$ cat src/rtl/i2c_pkg.sv
// i2c_pkg: shared state encoding and constants for the I2C register target
package i2c_pkg;
    typedef enum logic [3:0] {
        IDLE, ADDR, ADDR_ACK, SUB, SUB_ACK, WR, WR_ACK, RD, RD_ACK, IGNORE
    } i2c_state_t;
    localparam logic ACK = 1'b0;
    localparam logic NACK = 1'b1;
    localparam logic [6:0] I2C_DEF_ADDR = 7'h2A;
endpackage

$ cat src/rtl/i2c_line_sync.sv
// i2c_line_sync: synchronise SCL/SDA and decode edges and bus conditions
// Ports: clk, rst_n; scl_i/sda_i raw pad inputs; sda synchronised SDA;
//        scl_rise/scl_fall SCL edges; start_det/stop_det START and STOP.
module i2c_line_sync #(
    parameter int SYNC_STAGES = 2
) (
    input  logic clk,
    input  logic rst_n,
    input  logic scl_i,
    input  logic sda_i,
    output logic sda,
    output logic scl_rise,
    output logic scl_fall,
    output logic start_det,
    output logic stop_det
);
    logic [SYNC_STAGES-1:0] scl_q, sda_q;
    logic scl, scl_h, sda_h;
    // Idle bus level is high, so reset to 1 to avoid a phantom edge after reset
    always_ff @(posedge clk or negedge rst_n)
        if (!rst_n) begin
            scl_q <= '1;
            sda_q <= '1;
            scl_h <= 1'b1;
            sda_h <= 1'b1;
        end else begin
            scl_q <= {scl_q[SYNC_STAGES-2:0], scl_i};
            sda_q <= {sda_q[SYNC_STAGES-2:0], sda_i};
            scl_h <= scl;
            sda_h <= sda;
        end
    assign scl = scl_q[SYNC_STAGES-1];
    assign sda = sda_q[SYNC_STAGES-1];
    assign scl_rise = scl & ~scl_h;
    assign scl_fall = ~scl & scl_h;
    assign start_det = scl & scl_h & sda_h & ~sda;
    assign stop_det = scl & scl_h & ~sda_h & sda;
endmodule

$ cat src/rtl/i2c_reg_slave.sv
// i2c_reg_slave: I2C target decoding write/read transactions onto a byte register port
// Ports: clk, rst_n (async, active low), ena (hold idle when low);
//        scl_i/sda_i pad inputs, sda_oe open-drain pull-low enable;
//        reg_addr/reg_wdata/reg_we/reg_re/reg_rdata register port; busy addressed transfer.
module i2c_reg_slave
    import i2c_pkg::*;
#(
    parameter logic [6:0] I2C_ADDR = I2C_DEF_ADDR,
    parameter int SYNC_STAGES = 2
) (
    input  logic       clk,
    input  logic       rst_n,
    input  logic       ena,
    input  logic       scl_i,
    input  logic       sda_i,
    output logic       sda_oe,
    output logic [7:0] reg_addr,
    output logic [7:0] reg_wdata,
    output logic       reg_we,
    output logic       reg_re,
    input  logic [7:0] reg_rdata,
    output logic       busy
);
    i2c_state_t state, state_n;
    logic [3:0] cnt, cnt_n;
    logic [7:0] shift, shift_n, addr_n, wdata_n;
    logic rw, rw_n, ld, oe_n, busy_n, we_n, re_n, match;
    logic sda, scl_rise, scl_fall, start_det, stop_det;

    i2c_line_sync #(.SYNC_STAGES(SYNC_STAGES)) u_sync (
        .clk(clk), .rst_n(rst_n), .scl_i(scl_i), .sda_i(sda_i), .sda(sda),
        .scl_rise(scl_rise), .scl_fall(scl_fall), .start_det(start_det), .stop_det(stop_det)
    );

    assign match = shift[7:1] == I2C_ADDR;

    always_ff @(posedge clk or negedge rst_n)
        if (!rst_n) state <= IDLE;
        else state <= ena ? state_n : IDLE;

    always_comb begin
        state_n = state;
        cnt_n = cnt;
        shift_n = shift;
        rw_n = rw;
        oe_n = sda_oe;
        busy_n = busy;
        addr_n = reg_addr;
        wdata_n = reg_wdata;
        we_n = 1'b0;
        re_n = 1'b0;
        // Pointer advances the clk after a write strobe so the strobe sees the old address
        if (reg_we) addr_n = reg_addr + 8'd1;
        // Read data arrives one clk after reg_re; bit 7 goes straight onto SDA
        if (ld) begin
            shift_n = reg_rdata;
            oe_n = ~reg_rdata[7];
        end
        if (scl_rise && (state == ADDR || state == SUB || state == WR)) begin
            shift_n = {shift[6:0], sda};
            cnt_n = cnt + 4'd1;
        end
        if (start_det) begin
            state_n = ADDR;
            cnt_n = '0;
            oe_n = 1'b0;
        end else if (stop_det) begin
            state_n = IDLE;
            cnt_n = '0;
            oe_n = 1'b0;
            busy_n = 1'b0;
        end else begin
            case (state)
                ADDR: if (scl_fall && cnt == 4'd8) begin
                    cnt_n = '0;
                    rw_n = shift[0];
                    oe_n = match;
                    busy_n = busy | match;
                    state_n = match ? ADDR_ACK : IGNORE;
                end
                ADDR_ACK: if (scl_fall) begin
                    // On a read, keep SDA low until the first data bit is loaded
                    oe_n = rw;
                    re_n = rw;
                    state_n = rw ? RD : SUB;
                end
                SUB: if (scl_fall && cnt == 4'd8) begin
                    cnt_n = '0;
                    addr_n = shift;
                    oe_n = 1'b1;
                    state_n = SUB_ACK;
                end
                SUB_ACK, WR_ACK: if (scl_fall) begin
                    oe_n = 1'b0;
                    state_n = WR;
                end
                WR: if (scl_fall && cnt == 4'd8) begin
                    cnt_n = '0;
                    wdata_n = shift;
                    we_n = 1'b1;
                    oe_n = 1'b1;
                    state_n = WR_ACK;
                end
                RD: if (scl_fall) begin
                    cnt_n = cnt + 4'd1;
                    shift_n = {shift[6:0], 1'b0};
                    oe_n = cnt == 4'd7 ? 1'b0 : ~shift[6];
                    state_n = cnt == 4'd7 ? RD_ACK : RD;
                end
                RD_ACK: begin
                    if (scl_rise) begin
                        addr_n = sda == ACK ? reg_addr + 8'd1 : reg_addr;
                        state_n = sda == ACK ? RD_ACK : IGNORE;
                    end
                    if (scl_fall) begin
                        cnt_n = '0;
                        re_n = 1'b1;
                        state_n = RD;
                    end
                end
                default: ;
            endcase
        end
    end

    always_ff @(posedge clk or negedge rst_n)
        if (!rst_n) begin
            cnt <= '0;
            shift <= '0;
            rw <= 1'b0;
            ld <= 1'b0;
            sda_oe <= 1'b0;
            busy <= 1'b0;
            reg_addr <= '0;
            reg_wdata <= '0;
            reg_we <= 1'b0;
            reg_re <= 1'b0;
        end else if (!ena) begin
            cnt <= '0;
            shift <= '0;
            rw <= 1'b0;
            ld <= 1'b0;
            sda_oe <= 1'b0;
            busy <= 1'b0;
            reg_wdata <= '0;
            reg_we <= 1'b0;
            reg_re <= 1'b0;
        end else begin
            cnt <= cnt_n;
            shift <= shift_n;
            rw <= rw_n;
            ld <= reg_re;
            sda_oe <= oe_n;
            busy <= busy_n;
            reg_addr <= addr_n;
            reg_wdata <= wdata_n;
            reg_we <= we_n;
            reg_re <= re_n;
        end
endmodule

$ cat config.mk
export PLATFORM = sky130hd
export DESIGN_NAME = i2c_reg_slave
export DESIGN_NICKNAME = d
export VERILOG_FILES = /design/src/rtl/i2c_pkg.sv /design/src/rtl/i2c_line_sync.sv /design/src/rtl/i2c_reg_slave.sv
export SDC_FILE = /design/constraint.sdc
export NUM_CORES = 1
export LEC_CHECK = 0
export CAP_MARGIN = 0
export CORE_MARGIN = 2
export CORE_UTILIZATION = 60
export DETAILED_ROUTE_END_ITERATION = 10
export PLACE_DENSITY_LB_ADDON = 0.15
export SLEW_MARGIN = 40
export SYNTH_ARGS = -nofsm -noshare
export SYNTH_HDL_FRONTEND = slang
export SYNTH_SLANG_ARGS = --single-unit
$ cat constraint.sdc
create_clock -name clk -period 5.3 [get_ports clk]
set_clock_uncertainty 0.15 [all_clocks]
set_input_delay 1.325 -clock clk [delete_from_list [all_inputs] [get_ports clk]]
set_output_delay 1.325 -clock clk [all_outputs]
set_load 0.03 [all_outputs]
After elaboration in Yosys (flattened, before gate mapping)

Cells that the tools add are included.

Add/sub/neg operators: 2
Eq/ne operators: 27
Muxes and demuxes: 76
Bitwise operators: 14
Reduce and logical (&&, ||, !) cells: 12

Operators with widths:

| operator                                                          | number |
|---|---|
| 8-bit 2-to-1 mux                                                  | 18 |
| 4-bit 2-to-1 mux                                                  | 20 |
| 1-bit 2-to-1 mux                                                  | 32 |
| 4-bit case mux with 7 select lines                                | 1 |
| 4-bit by 3-bit == test with 1-bit output (second input constant)  | 5 |
| 8-bit case mux with 2 select lines                                | 1 |
| 5-bit by 2-bit != test with 1-bit output (second input constant)  | 3 |
| 5-bit by 3-bit != test with 1-bit output (second input constant)  | 3 |
| 4-bit case mux with 3 select lines                                | 1 |
| 10-bit by 1-bit != test with 1-bit output (second input constant) | 1 |
| 8-bit by 1-bit adder with 8-bit output (second input constant)    | 1 |
| 4-bit by 2-bit == test with 1-bit output (second input constant)  | 2 |
| 4-bit == test (second input constant)                             | 2 |
| 4-bit AND reduction                                               | 2 |
| 8-bit AND reduction                                               | 1 |
| 1-bit bitwise AND                                                 | 7 |
| 7-bit by 6-bit == test with 1-bit output (second input constant)  | 1 |
| 2-bit by 1-bit != test with 1-bit output (second input constant)  | 3 |
| 3-bit by 1-bit != test with 1-bit output (second input constant)  | 2 |
| 6-bit by 2-bit != test with 1-bit output (second input constant)  | 1 |
| 1-bit NOT                                                         | 6 |
| 5-bit != test (second input constant)                             | 1 |
| 1-bit case mux with 5 select lines                                | 1 |
| 4-bit by 1-bit adder with 4-bit output (second input constant)    | 1 |
| 11 further kinds                                                  | 15 |

Register bits: 44
Input port bits: 13
Word-level logic and storage cells: 146

Logic depth before layout (Yosys ltp)

Gate-level depths: netlist of run 1.

Word-level depth: 10
Depth in mapped cells: 9
Depth with buffers taken out: 7

Cells and area by module

Synthesis of run 1 repeated with hierarchy kept, for this count alone.

Cell total of the unflattened synthesis: 332
Area total of the unflattened synthesis: 2977.9 sq um

Modules (own cells, without submodules):

| module        | instances | cells each | area an instance (sq um) |
|---|---|---|---|
| i2c_reg_slave | 1         | 322        | 2787.7 |
| i2c_line_sync | 1         | 10         | 190.2 |

Worst setup path after synthesis of run 1

No wires, ideal clock.

Path type: input -> register
From: in ena
To: reg reg_addr[0]
Library setup time: 0.121 ns
Arrival time: 2.312 ns
Data required time: 5.029 ns
Setup slack: 2.717 ns
Stages on the path: 5
Buffers on the path: 2
Path through: clkbuf_1 > a21boi_0 > buf_2 > o21ai_0 > a22o_1

Longest elaborated chain between the ends: 1

Ends and longest elaborated chain:

| item                                 | RTL line             | RTL |
|---|---|---|
| start, declared                      | i2c_reg_slave.sv:13  | `input logic ena,` |
| 2-bit AND reduction (no source line) | n/a                  |  |
| end signal, assigned                 | i2c_reg_slave.sv:155 | `reg_addr <= addr_n;` |
| end, declared                        | i2c_reg_slave.sv:17  | `output logic [7:0] reg_addr,` |

Every way passes these cells.
A chain may end at the register's enable or synchronous reset.

Final worst setup path of run 1

From: in ena
To: reg reg_wdata[2]

Longest elaborated chain between the ends: 2
Elaborated cells on any way between the ends: 6
Those cells by class: 4 x eq/ne; 1 x mux; 1 x reduce/logical

Ends and longest elaborated chain:

| item                                                                                              | RTL line             | RTL |
|---|---|---|
| 2-bit by 1-bit != test with 1-bit output (no source line) / 2-bit != test (equally long branches) | n/a                  |  |
| 4-bit AND reduction (no source line)                                                              | n/a                  |  |
| end signal, assigned                                                                              | i2c_reg_slave.sv:156 | `reg_wdata <= wdata_n;` |
| end, declared                                                                                     | i2c_reg_slave.sv:18  | `output logic [7:0] reg_wdata,` |

Parallel ways exist; a longest one is shown, timed or not.

==> run_summary.xml, run 1 <==
<?xml version="1.0" encoding="UTF-8"?>
<metrics>
  <group name="status">
    <metric name="run_status" unit="">finished clean</metric>
  </group>
  <group name="grt">
    <metric name="grt_pass1_wl" unit="mm">9.98</metric>
    <metric name="grt_overflow" unit="">0</metric>
    <metric name="globalRouteTotalUtil" unit="%">25.3</metric>
    <metric name="grt_pass1_vias" unit="">2067</metric>
    <metric name="grt_max_degree" unit="">45</metric>
    <metric name="antenna_found_initial" unit="">0</metric>
  </group>
  <group name="worst_setup_path">
    <metric name="startpoint_type" unit="">primary input</metric>
    <metric name="crit_path_max_incr_delay" unit="ns">0.80</metric>
    <metric name="timing.critical_path.slowest_stage_cell" unit="">clkdlybuf4s50_1</metric>
    <metric name="worstSetupPathType" unit="">in -&gt; reg</metric>
    <metric name="path_delay_family" unit="">buffers and inverters</metric>
    <metric name="cp.required" unit="ns">5.41</metric>
    <metric name="cp_num_buf_inv" unit="">1</metric>
    <metric name="cp_data_arrival_time" unit="ns">3.16</metric>
    <metric name="timing.critical_path.fanout_max" unit="">18</metric>
    <metric name="crit_chain" unit="">clkdlybuf4s50_1 &gt; o21ai_1 &gt; nor2_2 &gt; a22o_1</metric>
    <metric name="capturing_element_type_of_the_critical_path" unit="">flop</metric>
  </group>
  <group name="drt">
    <metric name="wire_per_inst" unit="um">16.5</metric>
    <metric name="antenna_violating_nets_post_route" unit="">0</metric>
    <metric name="drt_iter0_markers" unit="">257</metric>
    <metric name="finalWirelength" unit="mm">5.85</metric>
    <metric name="drc_viols" unit="">0</metric>
    <metric name="route.vias.total" unit="">2221</metric>
    <metric name="detailedRoute.firstPassIterationCount" unit="">4</metric>
    <metric name="vias_per_cell" unit="">6.27</metric>
  </group>
  <group name="floorplanning">
    <metric name="initial_utilization" unit="%">61.9</metric>
    <metric name="core_area" unit="um^2">4290</metric>
    <metric name="die_width" unit="um">70.5</metric>
    <metric name="fp-row-count" unit="">24</metric>
    <metric name="die_h" unit="um">70.5</metric>
    <metric name="io_pins" unit="">33</metric>
    <metric name="die-area" unit="um^2">4980</metric>
  </group>
  <group name="timing">
    <metric name="max_slew.worst_pin.slew" unit="ns">0.726</metric>
    <metric name="timing.final.max_slew_violations" unit="">0</metric>
    <metric name="timing.max_slew.rel_slack" unit="%">51.3</metric>
    <metric name="timing.fmax" unit="MHz">328</metric>
    <metric name="finalCritPeriodShare" unit="%">57.6</metric>
    <metric name="period_minus_slack" unit="ns">3.05</metric>
    <metric name="setup-tns-final" unit="ns">0</metric>
    <metric name="hold_ws" unit="ns">0.209</metric>
    <metric name="finalHoldViolations" unit="">0</metric>
    <metric name="rsz_0062_raised_after_global_routing" unit="">no</metric>
    <metric name="setup_viol" unit="">0</metric>
  </group>
  <group name="logic_synthesis">
    <metric name="synth.ff_latch_count" unit="">44</metric>
    <metric name="synthXorXnorAreaFrac" unit="%">3.30</metric>
    <metric name="number_of_enable_type_register_cells_in_the_synthesized_netlist" unit="">0</metric>
    <metric name="synth_seq_area_share" unit="%">41.7</metric>
    <metric name="flip_flop_cell_with_the_highest_count_after_synthesis" unit="">dfrtp_1</metric>
    <metric name="synth_area" unit="um^2">2660</metric>
    <metric name="synth_nets" unit="">297</metric>
    <metric name="postSynthCellCount" unit="">281</metric>
    <metric name="yosys.area_share.adder" unit="%">1.41</metric>
    <metric name="yosys.area_share.simple" unit="%">21.9</metric>
    <metric name="synth.lib_cells_used.distinct" unit="">64</metric>
    <metric name="asyncSetResetFlopFracSynth" unit="%">100</metric>
    <metric name="ys_warn_count" unit="">0</metric>
    <metric name="synth.mux.area_fraction" unit="%">6.12</metric>
    <metric name="post_synth.cell_area_avg" unit="um^2">9.45</metric>
    <metric name="synth_top_family_by_area" unit="">simple AND/OR/NAND/NOR gates</metric>
    <metric name="synth-compound-area-share" unit="%">20.9</metric>
  </group>
  <group name="power">
    <metric name="power.share.clock" unit="%">38.2</metric>
    <metric name="combinationalPowerShare" unit="%">9.6</metric>
    <metric name="fin_total_pwr" unit="uW">697</metric>
    <metric name="internal_power" unit="uW">519</metric>
    <metric name="power_per_cell_area" unit="nW/um^2">227</metric>
    <metric name="power.switching_fraction" unit="%">25.6</metric>
    <metric name="p_switching" unit="uW">178</metric>
    <metric name="vdd.ir_drop.worst" unit="mV">0.163</metric>
    <metric name="power.static_leakage" unit="uW">0.00131</metric>
    <metric name="p_seq_share" unit="%">52.2</metric>
  </group>
  <group name="layout">
    <metric name="proportion_of_layout_cells_with_a_drive_suffix_above_1" unit="%">7.62</metric>
    <metric name="layout.cell_area.non_filler" unit="um^2">3060</metric>
    <metric name="layout_area_overhead" unit="%">15.3</metric>
    <metric name="final_net_count" unit="">317</metric>
    <metric name="inserted_diodes" unit="">0</metric>
    <metric name="finalNonFillerCells" unit="">354</metric>
  </group>
  <group name="cts">
    <metric name="clkSinkCount" unit="">44</metric>
    <metric name="tritoncts.num_buffers" unit="">5</metric>
    <metric name="postCtsSetupBuffers" unit="">0</metric>
    <metric name="clock_tree.buffer_depth" unit="">2</metric>
    <metric name="tritoncts" unit="">yes</metric>
    <metric name="insertion_delay_of_the_later_clocked_pin_in_the_worst_skew_pair" unit="ns">0.31</metric>
    <metric name="postCtsResizedCells" unit="">0</metric>
    <metric name="max_h_tree_level" unit="">2</metric>
    <metric name="clk_pin_slew_worst_paths" unit="ns">0.09</metric>
    <metric name="hold_buffers" unit="">0</metric>
    <metric name="cts_root_buffer_type" unit="">clkbuf_8</metric>
  </group>
  <group name="placed_design">
    <metric name="place_hpwl" unit="mm">4.01</metric>
    <metric name="dpl-instance-area" unit="um^2">2950</metric>
    <metric name="place.port_buffers" unit="">32</metric>
    <metric name="dp.cells" unit="">346</metric>
    <metric name="place_congestion" unit="">0.879</metric>
  </group>
  <group name="worst_hold_path">
    <metric name="min-delay-path-class" unit="">reg -&gt; reg</metric>
  </group>
  <group name="job">
    <metric name="cap_violations" unit="">0</metric>
  </group>
</metrics>
## registers in the layout, summed over array words and instances (netlist names)
register / cells
rw: 1
shift: 8
state: 4
u_sync.sda_h: 1
u_sync.scl_h: 1
ld: 1
busy: 1
u_sync.sda_q: 2
reg_re: 1
reg_wdata: 8
sda_oe: 1
reg_addr: 8
reg_we: 1
u_sync.scl_q: 2
cnt: 4
## metrics by stage
stage          utilization (%)  setup slack [ns]
2_1_floorplan                -              2.72
6_report                  71.3              2.25
4_1_cts                   71.3              2.17
3_3_place_gp              68.5              1.89
3_5_place_dp              68.6              1.84
5_1_grt                   71.3              1.99
## kinds of logic after synthesis
group / Yosys count
simple gates: 106
xor+xnor: 10
fa+ha+maj: 3
flops: 44
mux: 16
compound gates: 76
buf+inv: 26
## final timing paths
path	startpoint	end	slack, ns	cells past startpoint
max	ena	reg_wdata[2]$_DFFE_PN0P_	2.25	4
min	u_sync.sda_q[0]$_DFF_PN1_	u_sync.sda_q[1]$_DFF_PN1_	0.21	0
max reg2reg	state[0]$_DFFE_PN0P_	reg_addr[5]$_DFFE_PN0P_	2.52	5
min reg2reg	u_sync.sda_q[0]$_DFF_PN1_	u_sync.sda_q[1]$_DFF_PN1_	0.21	0
max in group asynchronous	rst_n	u_sync.scl_h$_DFF_PN1_	3.76	1
min in group asynchronous	rst_n	reg_addr[6]$_DFFE_PN0P_	0.85	1
## per-layer routing
layer  global-route usage (%)  up-vias  part of all wire [%]
li1                         -     1078                     -
met1                     35.0     1076                    45
met2                     39.6       56                    48
met3                     5.98       11                   4.9
met4                     9.01        0                   1.8
met5                        0        -                     0
## cell usage after synthesis, types with 4 or more instances
| master | instances | area, um^2 |
|---|---|---|
| a21oi_1 | 10 | 50.1 |
| a22o_1 | 11 | 96.3 |
| and3_1 | 4 | 25.0 |
| buf_2 | 6 | 30.0 |
| clkbuf_1 | 9 | 33.8 |
| dfrtp_1 | 38 | 951 |
| dfstp_2 | 6 | 158 |
| inv_1 | 6 | 22.5 |
| mux2i_1 | 14 | 140 |
| nand2_1 | 23 | 86.3 |
| nand2b_1 | 6 | 37.5 |
| nand3_1 | 6 | 30.0 |
| nor2_1 | 22 | 82.6 |
| nor2b_1 | 6 | 37.5 |
| nor3_1 | 8 | 40.0 |
| nor3b_1 | 4 | 30.0 |
| o211a_1 | 7 | 70.1 |
| o21ai_0 | 16 | 80.1 |
| xnor2_1 | 4 | 35.0 |
| xor2_1 | 6 | 52.6 |
## power by group through the flow
stage	Combinational, uW	Sequential, uW	Clock [uW]
2_1_floorplan	42.2	365	0
3_3_place_gp	65.7	369	0
3_5_place_dp	67.3	370	0
4_1_cts	67.4	363	273
5_1_grt	75.2	366	283
6_report	66.9	364	266
## layout by cell type, fill, tap and decap left out, drive strengths merged, types with 3 or more instances in the layout
| cell | netlist | layout |
|---|---|---|
| a211oi | 3 | 3 |
| a21oi | 10 | 10 |
| a22o | 11 | 11 |
| and2 | 4 | 4 |
| and3 | 4 | 4 |
| clkbuf | 9 | 5 |
| clkdlybuf4s50 | 0 | 31 |
| dfrtp | 38 | 38 |
| dfstp | 6 | 6 |
| ha | 3 | 3 |
| inv | 6 | 7 |
| mux2i | 14 | 14 |
| nand2 | 23 | 23 |
| nand2b | 6 | 6 |
| nand3 | 6 | 6 |
| nor2 | 24 | 24 |
| nor2b | 6 | 6 |
| nor3 | 8 | 8 |
| nor3b | 4 | 4 |
| o211a | 7 | 7 |
| o21ai | 18 | 18 |
| xnor2 | 4 | 4 |
| xor2 | 6 | 6 |
## cell type report
class	instances	area [um^2]
Multi-Input combinational cell	211	1430
Fill cell	335	1230
Sequential cell	44	1110
Timing Repair Buffer	33	325
Clock buffer	5	68.8
Tap cell	52	65.1
Clock inverter	3	46.3
Inverter	6	22.5
## worst register-to-register path: stages, from the launching register on
cell and delay, ns:
dfrtp_1 0.61, or4b_4 0.67, nor2_2 0.42, or2_0 0.40, o21ai_1 0.12, a211o_1 0.29
Power figures use the tool's default switching activity.
==> run 2: changes to the inputs <==
--- a/config.mk
+++ b/config.mk
@@ -7,7 +7,7 @@
 export LEC_CHECK = 0
 export CAP_MARGIN = 0
 export CORE_MARGIN = 2
-export CORE_UTILIZATION = 60
+export CORE_UTILIZATION = 56
 export DETAILED_ROUTE_END_ITERATION = 10
 export PLACE_DENSITY_LB_ADDON = 0.15
 export SLEW_MARGIN = 40
==> constraint.sdc (replaced) <==
create_clock -name clk -period 2.9 [get_ports clk]
set_clock_uncertainty 0.15 [all_clocks]
set_input_delay 0.725 -clock clk [delete_from_list [all_inputs] [get_ports clk]]
set_output_delay 0.725 -clock clk [all_outputs]
set_load 0.03 [all_outputs]
==> run_summary.xml, run 2 (synthesis results as in run 1) <==
<?xml version="1.0" encoding="UTF-8"?>
<metrics>
  <group name="job">
    <metric name="cap_violations" unit="">0</metric>
  </group>
  <group name="grt">
    <metric name="antenna_found_initial" unit="">0</metric>
    <metric name="grt_pass1_vias" unit="">2112</metric>
    <metric name="grt_overflow" unit="">0</metric>
    <metric name="grt_pass1_wl" unit="mm">10.2</metric>
    <metric name="globalRouteTotalUtil" unit="%">24.9</metric>
    <metric name="grt_max_degree" unit="">31</metric>
  </group>
  <group name="layout">
    <metric name="layout_top_registers" unit="">reg_addr: 8 flops, reg_wdata: 8 flops, shift: 8 flops</metric>
    <metric name="leading_cell_type_in_the_layout_fill_and_taps_excluded" unit="">dfrtp_1</metric>
    <metric name="proportion_of_layout_cells_with_a_drive_suffix_above_1" unit="%">11.2</metric>
    <metric name="inserted_diodes" unit="">0</metric>
    <metric name="layout_area_overhead" unit="%">18.9</metric>
    <metric name="most_frequent_cells_in_the_layout" unit="">dfrtp_1 (38), clkdlybuf4s50_1 (31), nand2_1 (23)</metric>
    <metric name="layout.cell_area.non_filler" unit="um^2">3160</metric>
    <metric name="final_net_count" unit="">328</metric>
    <metric name="fillers" unit="">402</metric>
  </group>
  <group name="timing">
    <metric name="rsz_0062_raised_after_global_routing" unit="">no</metric>
    <metric name="finalHoldViolations" unit="">0</metric>
    <metric name="setup_viol" unit="">0</metric>
    <metric name="max_slew.worst_pin.slew" unit="ns">0.767</metric>
    <metric name="finalCritPeriodShare" unit="%">82.8</metric>
    <metric name="timing.final.max_slew_violations" unit="">0</metric>
    <metric name="timing.fmax" unit="MHz">417</metric>
    <metric name="timing.max_slew.rel_slack" unit="%">48.5</metric>
    <metric name="period_minus_slack" unit="ns">2.40</metric>
    <metric name="setup-tns-final" unit="ns">0</metric>
    <metric name="hold_ws" unit="ns">0.163</metric>
  </group>
  <group name="placed_design">
    <metric name="place.port_buffers" unit="">32</metric>
    <metric name="place_hpwl" unit="mm">4.53</metric>
    <metric name="dpl-instance-area" unit="um^2">3030</metric>
    <metric name="place_congestion" unit="">1.01</metric>
  </group>
  <group name="cts">
    <metric name="insertion_delay_of_the_later_clocked_pin_in_the_worst_skew_pair" unit="ns">0.30</metric>
    <metric name="cts_root_buffer_type" unit="">clkbuf_8</metric>
    <metric name="tritoncts" unit="">yes</metric>
    <metric name="max_h_tree_level" unit="">2</metric>
    <metric name="postCtsSetupBuffers" unit="">0</metric>
    <metric name="tritoncts.num_buffers" unit="">5</metric>
    <metric name="clkSinkCount" unit="">44</metric>
    <metric name="hold_buffers" unit="">0</metric>
    <metric name="clock_tree.buffer_depth" unit="">2</metric>
    <metric name="clk_pin_slew_worst_paths" unit="ns">0.09</metric>
    <metric name="postCtsResizedCells" unit="">0</metric>
  </group>
  <group name="worst_setup_path">
    <metric name="timing.critical_path.slowest_stage_cell" unit="">clkdlybuf4s50_1</metric>
    <metric name="cp.required" unit="ns">2.03</metric>
    <metric name="startpoint_type" unit="">flop</metric>
    <metric name="crit_chain" unit="">clkdlybuf4s50_1</metric>
    <metric name="timing.critical_path.fanout_max" unit="">7</metric>
    <metric name="cp_num_buf_inv" unit="">1</metric>
    <metric name="path_delay_family" unit="">buffers and inverters</metric>
    <metric name="cp_data_arrival_time" unit="ns">1.53</metric>
    <metric name="capturing_element_type_of_the_critical_path" unit="">primary output</metric>
    <metric name="crit_path_max_incr_delay" unit="ns">0.73</metric>
    <metric name="worstSetupPathType" unit="">reg -&gt; out</metric>
  </group>
  <group name="floorplanning">
    <metric name="die_width" unit="um">72.9</metric>
    <metric name="die-area" unit="um^2">5310</metric>
    <metric name="io_pins" unit="">33</metric>
    <metric name="fp-row-count" unit="">25</metric>
    <metric name="die_h" unit="um">72.9</metric>
    <metric name="initial_utilization" unit="%">57.0</metric>
    <metric name="core_area" unit="um^2">4660</metric>
  </group>
  <group name="drt">
    <metric name="detailedRoute.firstPassIterationCount" unit="">5</metric>
    <metric name="drc_viols" unit="">0</metric>
    <metric name="vias_per_cell" unit="">6.27</metric>
    <metric name="antenna_violating_nets_post_route" unit="">0</metric>
    <metric name="wire_per_inst" unit="um">16.9</metric>
    <metric name="finalWirelength" unit="mm">6.20</metric>
    <metric name="route.vias.total" unit="">2300</metric>
    <metric name="drt_iter0_markers" unit="">204</metric>
  </group>
  <group name="power">
    <metric name="power_per_cell_area" unit="nW/um^2">411</metric>
    <metric name="power.static_leakage" unit="uW">0.00137</metric>
    <metric name="vdd.ir_drop.worst" unit="mV">0.250</metric>
  </group>
  <group name="status">
    <metric name="run_status" unit="">finished clean</metric>
  </group>
  <group name="worst_hold_path">
    <metric name="min-delay-path-class" unit="">in -&gt; async</metric>
  </group>
</metrics>
[run 2: worst paths after layout]
check / to / slack (ns) / startpoint / depth (start not counted)
max in group asynchronous: cnt[3]$_DFF_PN0_ / 1.74 / rst_n / 2
setup reg to reg: reg_addr[0]$_DFFE_PN0P_ / 0.54 / state[2]$_DFFE_PN0P_ / 5
hold / removal: reg_addr[7]$_DFFE_PN0P_ / 0.16 / rst_n / 1
setup / recovery: reg_we / 0.50 / reg_we$_DFF_PN0_ / 1
min in group clk: u_sync.scl_q[1]$_DFF_PN1_ / 0.21 / u_sync.scl_q[0]$_DFF_PN1_ / 0
hold reg to reg: u_sync.scl_q[1]$_DFF_PN1_ / 0.21 / u_sync.scl_q[0]$_DFF_PN1_ / 0
[run 2: stage by stage]
step	util [%]	setup WS, ns	std cells	power (uW)
finish	67.8	0.499	367	1300
detailed placement	65.0	0.479	359	808
global route	67.8	0.402	367	1350
floorplan	-	0.713	281	744
global placement	65.0	0.500	359	805
CTS	67.6	0.503	367	1310
[run 2: power breakdown]
part / internal [uW] / switching [uW] / total [uW]
Clock: 282 / 220 / 502
Combinational: 62.4 / 75.8 / 138
Sequential: 634 / 24.7 / 658
[run 2: final cells by class]
type | count | area (um^2) | area share [%]
sequential | 44 | 1110 | 35.1
clock buffer | 6 | 82.6 | 2.61
timing repair buffer | 44 | 405 | 12.8
multi-input combinational | 211 | 1430 | 45.4
inverter | 6 | 22.5 | 0.713
clock inverter | 2 | 38.8 | 1.23
tap | 54 | 67.6 | 2.14
[run 2: routing by layer]
metal  routed length [um]  GRT usage, %
met1                 2770          33.4
met2                 3040          40.1
met3                  277          4.83
met4                  108          9.26
met5                    0             0
==> run 3: changes to the inputs <==
==> constraint.sdc (replaced) <==
create_clock -name clk -period 2.4 [get_ports clk]
set_clock_uncertainty 0.15 [all_clocks]
set_input_delay 0.6 -clock clk [delete_from_list [all_inputs] [get_ports clk]]
set_output_delay 0.6 -clock clk [all_outputs]
set_load 0.03 [all_outputs]
==> run_summary.xml, run 3 (synthesis results as in run 1) <==
<?xml version="1.0" encoding="UTF-8"?>
<metrics>
  <group name="drt">
    <metric name="wire_per_inst" unit="um">16.9</metric>
    <metric name="drt_iter0_markers" unit="">241</metric>
    <metric name="antenna_violating_nets_post_route" unit="">0</metric>
    <metric name="drc_viols" unit="">0</metric>
    <metric name="detailedRoute.firstPassIterationCount" unit="">4</metric>
    <metric name="finalWirelength" unit="mm">6.26</metric>
    <metric name="vias_per_cell" unit="">6.22</metric>
    <metric name="route.vias.total" unit="">2306</metric>
  </group>
  <group name="worst_setup_path">
    <metric name="worst_r2r_dst" unit="">reg_wdata[1]$_DFFE_PN0P_</metric>
    <metric name="capturing_element_type_of_the_critical_path" unit="">flop</metric>
    <metric name="timing.critical_path.slowest_stage_cell" unit="">dfrtp_1</metric>
    <metric name="worst-r2r-cell-count" unit="">7</metric>
    <metric name="crit_path_max_incr_delay" unit="ns">0.42</metric>
    <metric name="cp_num_buf_inv" unit="">1</metric>
    <metric name="worst-r2r-setup-slack" unit="ns">0.13</metric>
    <metric name="worstSetupPathType" unit="">reg -&gt; reg</metric>
    <metric name="rr_startpoint" unit="">cnt[0]$_DFF_PN0_</metric>
    <metric name="cp_data_arrival_time" unit="ns">2.31</metric>
    <metric name="timing.critical_path.fanout_max" unit="">7</metric>
    <metric name="startpoint_type" unit="">flop</metric>
    <metric name="path_delay_family" unit="">simple AND/OR/NAND/NOR gates</metric>
    <metric name="cp.required" unit="ns">2.44</metric>
    <metric name="crit_chain" unit="">inv_1 &gt; ha_1 &gt; and3b_1 &gt; nand2_1 &gt; or3_1 &gt; and2_0 &gt; a22o_1</metric>
  </group>
  <group name="placed_design">
    <metric name="place_hpwl" unit="mm">4.46</metric>
    <metric name="dp.cells" unit="">363</metric>
    <metric name="place_congestion" unit="">0.885</metric>
    <metric name="place.port_buffers" unit="">32</metric>
    <metric name="worst_setup_slack_before_clock_tree_synthesis" unit="ns">0.115</metric>
  </group>
  <group name="cts">
    <metric name="cts_root_buffer_type" unit="">clkbuf_8</metric>
    <metric name="max_h_tree_level" unit="">2</metric>
    <metric name="clkSinkCount" unit="">44</metric>
    <metric name="tritoncts" unit="">yes</metric>
    <metric name="tritoncts.num_buffers" unit="">5</metric>
    <metric name="clk_pin_slew_worst_paths" unit="ns">0.09</metric>
    <metric name="hold_buffers" unit="">0</metric>
    <metric name="clock_tree.buffer_depth" unit="">2</metric>
    <metric name="insertion_delay_of_the_later_clocked_pin_in_the_worst_skew_pair" unit="ns">0.30</metric>
  </group>
  <group name="grt">
    <metric name="antenna_found_initial" unit="">0</metric>
    <metric name="grt_max_degree" unit="">22</metric>
    <metric name="grt_pass1_wl" unit="mm">10.3</metric>
    <metric name="globalRouteTotalUtil" unit="%">25.0</metric>
    <metric name="grt_pass1_vias" unit="">2125</metric>
    <metric name="grt_overflow" unit="">0</metric>
  </group>
  <group name="layout">
    <metric name="proportion_of_layout_cells_with_a_drive_suffix_above_1" unit="%">12.0</metric>
    <metric name="final_net_count" unit="">332</metric>
    <metric name="finalNonFillerCells" unit="">371</metric>
    <metric name="inserted_diodes" unit="">0</metric>
    <metric name="fillers" unit="">409</metric>
    <metric name="most_frequent_cells_in_the_layout" unit="">dfrtp_1 (38), clkdlybuf4s50_1 (31), nand2_1 (23)</metric>
    <metric name="leading_cell_type_in_the_layout_fill_and_taps_excluded" unit="">dfrtp_1</metric>
    <metric name="layout_top_registers" unit="">reg_addr: 8 flops, reg_wdata: 8 flops, shift: 8 flops</metric>
    <metric name="layout_area_overhead" unit="%">19.8</metric>
    <metric name="multi_input_area" unit="um^2">1430</metric>
    <metric name="final-seq-area" unit="um^2">1110</metric>
  </group>
  <group name="timing">
    <metric name="hold_ws" unit="ns">0.0260</metric>
    <metric name="timing.final.max_slew_violations" unit="">0</metric>
    <metric name="setup-tns-final" unit="ns">0</metric>
    <metric name="max_slew.worst_pin.slew" unit="ns">0.532</metric>
    <metric name="finalWorstSetupSlack" unit="ns">0.130</metric>
    <metric name="finalCritPeriodShare" unit="%">94.6</metric>
    <metric name="rsz_0062_raised_after_global_routing" unit="">no</metric>
    <metric name="period_minus_slack" unit="ns">2.27</metric>
    <metric name="timing.fmax" unit="MHz">441</metric>
    <metric name="finalHoldViolations" unit="">0</metric>
    <metric name="setup_viol" unit="">0</metric>
    <metric name="timing.max_slew.rel_slack" unit="%">64.1</metric>
  </group>
  <group name="floorplanning">
    <metric name="core_area" unit="um^2">4660</metric>
    <metric name="initial_utilization" unit="%">57.0</metric>
    <metric name="fp-row-count" unit="">25</metric>
    <metric name="die-area" unit="um^2">5310</metric>
    <metric name="die_width" unit="um">72.9</metric>
    <metric name="die_h" unit="um">72.9</metric>
    <metric name="io_pins" unit="">33</metric>
  </group>
  <group name="power">
    <metric name="power_per_cell_area" unit="nW/um^2">493</metric>
    <metric name="fin_total_pwr" unit="uW">1570</metric>
    <metric name="power.static_leakage" unit="uW">0.00139</metric>
    <metric name="vdd.ir_drop.worst" unit="mV">0.286</metric>
  </group>
  <group name="worst_hold_path">
    <metric name="min-delay-path-class" unit="">in -&gt; async</metric>
  </group>
  <group name="status">
    <metric name="run_status" unit="">finished clean</metric>
  </group>
  <group name="job">
    <metric name="cap_violations" unit="">0</metric>
  </group>
</metrics>
[run 3: power by group]
| group | total, uW | internal (uW) | switching [uW] | leakage (uW) |
|---|---|---|---|---|
| Clock | 603 | 341 | 263 | 0.0000614 |
| Combinational | 176 | 77.4 | 98.1 | 0.000746 |
| Sequential | 791 | 766 | 25.6 | 0.000584 |
| Total | 1570 | 1180 | 386 | 0.00139 |
[run 3: repair_timing]
item / CTS / global route
resized for setup: 0 / 2
buffers inserted: 0 / 0
endpoints found under the setup margin: 0 / 8
[run 3: area by class of cell]
class	count	share of cell area [%]
clock buffer	6	2.60
clock inverter	2	1.22
inverter	6	0.708
multi-input combinational	211	44.8
sequential	44	34.8
tap	54	2.12
timing repair buffer	48	13.7
[run 3: how the worst max path moves through the flow]
stage,from,end,slack (ns),cells after the start
floorplan,cnt[0]$_DFF_PN0_,reg_addr[7]$_DFFE_PN0P_,0.21,9
global placement,u_sync.scl_h$_DFF_PN1_,reg_wdata[2]$_DFFE_PN0P_,0.15,5
detailed placement,u_sync.scl_h$_DFF_PN1_,reg_wdata[1]$_DFFE_PN0P_,0.11,5
CTS,u_sync.scl_h$_DFF_PN1_,reg_wdata[1]$_DFFE_PN0P_,0.10,5
global route,cnt[0]$_DFF_PN0_,reg_addr[5]$_DFFE_PN0P_,0.03,8
finish,cnt[0]$_DFF_PN0_,reg_wdata[1]$_DFFE_PN0P_,0.13,7
[run 3: through the flow]
stage | cell area [um^2] | utilization [%]
floorplan | 2660 | -
global placement | 3060 | 65.6
detailed placement | 3060 | 65.6
CTS | 3180 | 68.2
global route | 3180 | 68.3
finish | 3180 | 68.3
[run 3: routing by layer]
| layer | wire, um | GRT usage [%] |
|---|---|---|
| met1 | 2850 | 33.3 |
| met2 | 3020 | 40.3 |
| met3 | 266 | 4.97 |
| met4 | 121 | 9.26 |
| met5 | 0 | 0 |
==> RTL change (flow settings as in run 2) <==
Encoding of `i2c_state_t`: now one-hot (10 bits for 10 states).
--- a/src/rtl/i2c_pkg.sv
+++ b/src/rtl/i2c_pkg.sv
@@ -1,7 +1,7 @@
 // i2c_pkg: shared state encoding and constants for the I2C register target
 package i2c_pkg;
-    typedef enum logic [3:0] {
-        IDLE, ADDR, ADDR_ACK, SUB, SUB_ACK, WR, WR_ACK, RD, RD_ACK, IGNORE
+    typedef enum logic [9:0] {
+        IDLE = 10'b0000000001, ADDR = 10'b0000000010, ADDR_ACK = 10'b0000000100, SUB = 10'b0000001000, SUB_ACK = 10'b0000010000, WR = 10'b0000100000, WR_ACK = 10'b0001000000, RD = 10'b0010000000, RD_ACK = 10'b0100000000, IGNORE = 10'b1000000000
     } i2c_state_t;
     localparam logic ACK = 1'b0;
     localparam logic NACK = 1'b1;
Formal check against the unedited RTL: same outputs for any inputs over 10 cycles, from zero or initial values and one cycle with rst_n low; not proved beyond that.
==> RTL change against run 2 <==
  * Cell count is 15% higher
  * Synthesized area up 13%
  * Core utilization decreased by 0.18 points
  * Total power up 2.3%
  * First-iteration DRC count is 2.5% higher
  * Wire length up 19%
  * Worst setup slack lost 0.21 ns
  * Sequential cell count rose by 6
  * Design area is 10% higher
  * Via count increased by 13%
  * Count of clock-buffer cells in the layout fell by 1
  * Critical path type is now reg -> reg
==> RTL change: results (changes against run 2) <==
\begin{tabular}{lr}
\hline
Metric & Value \\
\hline
\multicolumn{2}{l}{\textbf{Run status}} \\
\quad Result of the run & finished clean \\
\multicolumn{2}{l}{\textbf{Placement}} \\
\quad Placement-stage cell area & 3360 um2 (+11\%) \\
\quad Estimated wirelength of the detail-placed design & 5360 um (+18\%) \\
\quad Final weighted congestion of routability-driven global placement & 0.942 (-7.0\%) \\
\multicolumn{2}{l}{\textbf{Worst setup path}} \\
\quad WP data arrival & 2.66 ns (+1.13 ns) \\
\quad Critical path start-end classification & reg -> reg \\
\quad Reg-to-reg slack, setup & 0.29 ns (-0.25 ns) \\
\quad Cell with the largest stage delay on the worst path & sky130\_fd\_sc\_hd\_\_a211oi\_2 \\
\quad Worst r2r src & cnt[0] \\
\quad Top Family by Delay on Critical Path & compound AO/OA/AOI/OAI gates \\
\quad Number of cell instances on the worst register-to-register path & 8 (+3) \\
\quad Max incr delay on CP & 0.48 ns (-0.25 ns) \\
\multicolumn{2}{l}{\textbf{Global route}} \\
\quad Global routing met1 resource utilization & 0.369 (+0.0351) \\
\quad GRT Overall Usage & 0.261 (+0.0117) \\
\quad GR Util met2 & 0.410 (+0.00942) \\
\quad Number of global-route vias before repair & 2582 (+22\%) \\
\quad Met3 Track Usage GR & 0.0388 (-0.00952) \\
\quad Global-route wire length before repair & 12400 um (+22\%) \\
\multicolumn{2}{l}{\textbf{Layout}} \\
\quad Total number of nets in the final design & 367 (+12\%) \\
\quad Layout cell share with drive strength beyond 1 & 0.131 (+0.0189) \\
\quad Fill cell instance count of the final layout & 453 (+13\%) \\
\multicolumn{2}{l}{\textbf{Drt}} \\
\quad Met2 routed WL & 3430 um (+13\%) \\
\quad Number of DRC violations after detailed-routing iteration 0 & 209 (+2.5\%) \\
\quad Average via count per standard cell & 6.15 (-1.9\%) \\
\quad Total wirelength of the detailed-routed design & 7350 um (+19\%) \\
\quad Length of routed wiring on met1 & 3350 um (+21\%) \\
\quad Met3 wirelength from detailed routing & 447 um (+61\%) \\
\multicolumn{2}{l}{\textbf{Power}} \\
\quad Net switching power figure & 0.316 mW (-1.4\%) \\
\quad Peak supply drop & 0.235 mV (-5.9\%) \\
\multicolumn{2}{l}{\textbf{Timing}} \\
\quad Worst hold slack across all endpoints & 0.209 ns (+0.0463 ns) \\
\multicolumn{2}{l}{\textbf{Worst hold path}} \\
\quad Class of the most critical hold timing path & reg -> reg \\
\multicolumn{2}{l}{\textbf{Synthesis}} \\
\quad Syn nets & 333 (+12\%) \\
\quad Top post-synthesis cells by area & sky130\_fd\_sc\_hd\_\_dfrtp\_1 (36\%), sky130\_fd\_sc\_hd\_\_mux2i\_1 (7.3\%), sky130\_fd\_sc\_hd\_\_nor2\_1 (6.4\%) \\
\hline
\end{tabular}
## RTL change: logic make-up after synthesis
kind of cell    synth area share
fa+ha+maj                 0.0125
mux                       0.0735
compound gates             0.187
xor+xnor                  0.0263
flops                      0.420
simple gates               0.236
buf+inv                   0.0443
## RTL change: cell type report
type	count	area, um2	share of cell area
multi-input cells	246	1600	0.462
flip-flops and latches	50	1260	0.363
repair buffers	41	383	0.110
well taps	70	87.6	0.0252
clock buffers	5	68.8	0.0198
clock inverters	3	43.8	0.0126
inverters	7	26.3	0.00756
## RTL change: through the flow
stage               cells  worst slack [ns]
detailed placement    414             0.292
global route          422             0.113
global placement      414             0.349
finish                422             0.287
floorplan             317             0.578
CTS                   422             0.317
## RTL change: power by group through the flow
stage,sequential (mW),combinational [mW],clock (mW)
2_1_floorplan,0.743,0.0432,0
3_3_place_gp,0.741,0.104,0
3_5_place_dp,0.741,0.104,0
4_1_cts,0.728,0.105,0.507
5_1_grt,0.730,0.114,0.538
6_report,0.728,0.104,0.496
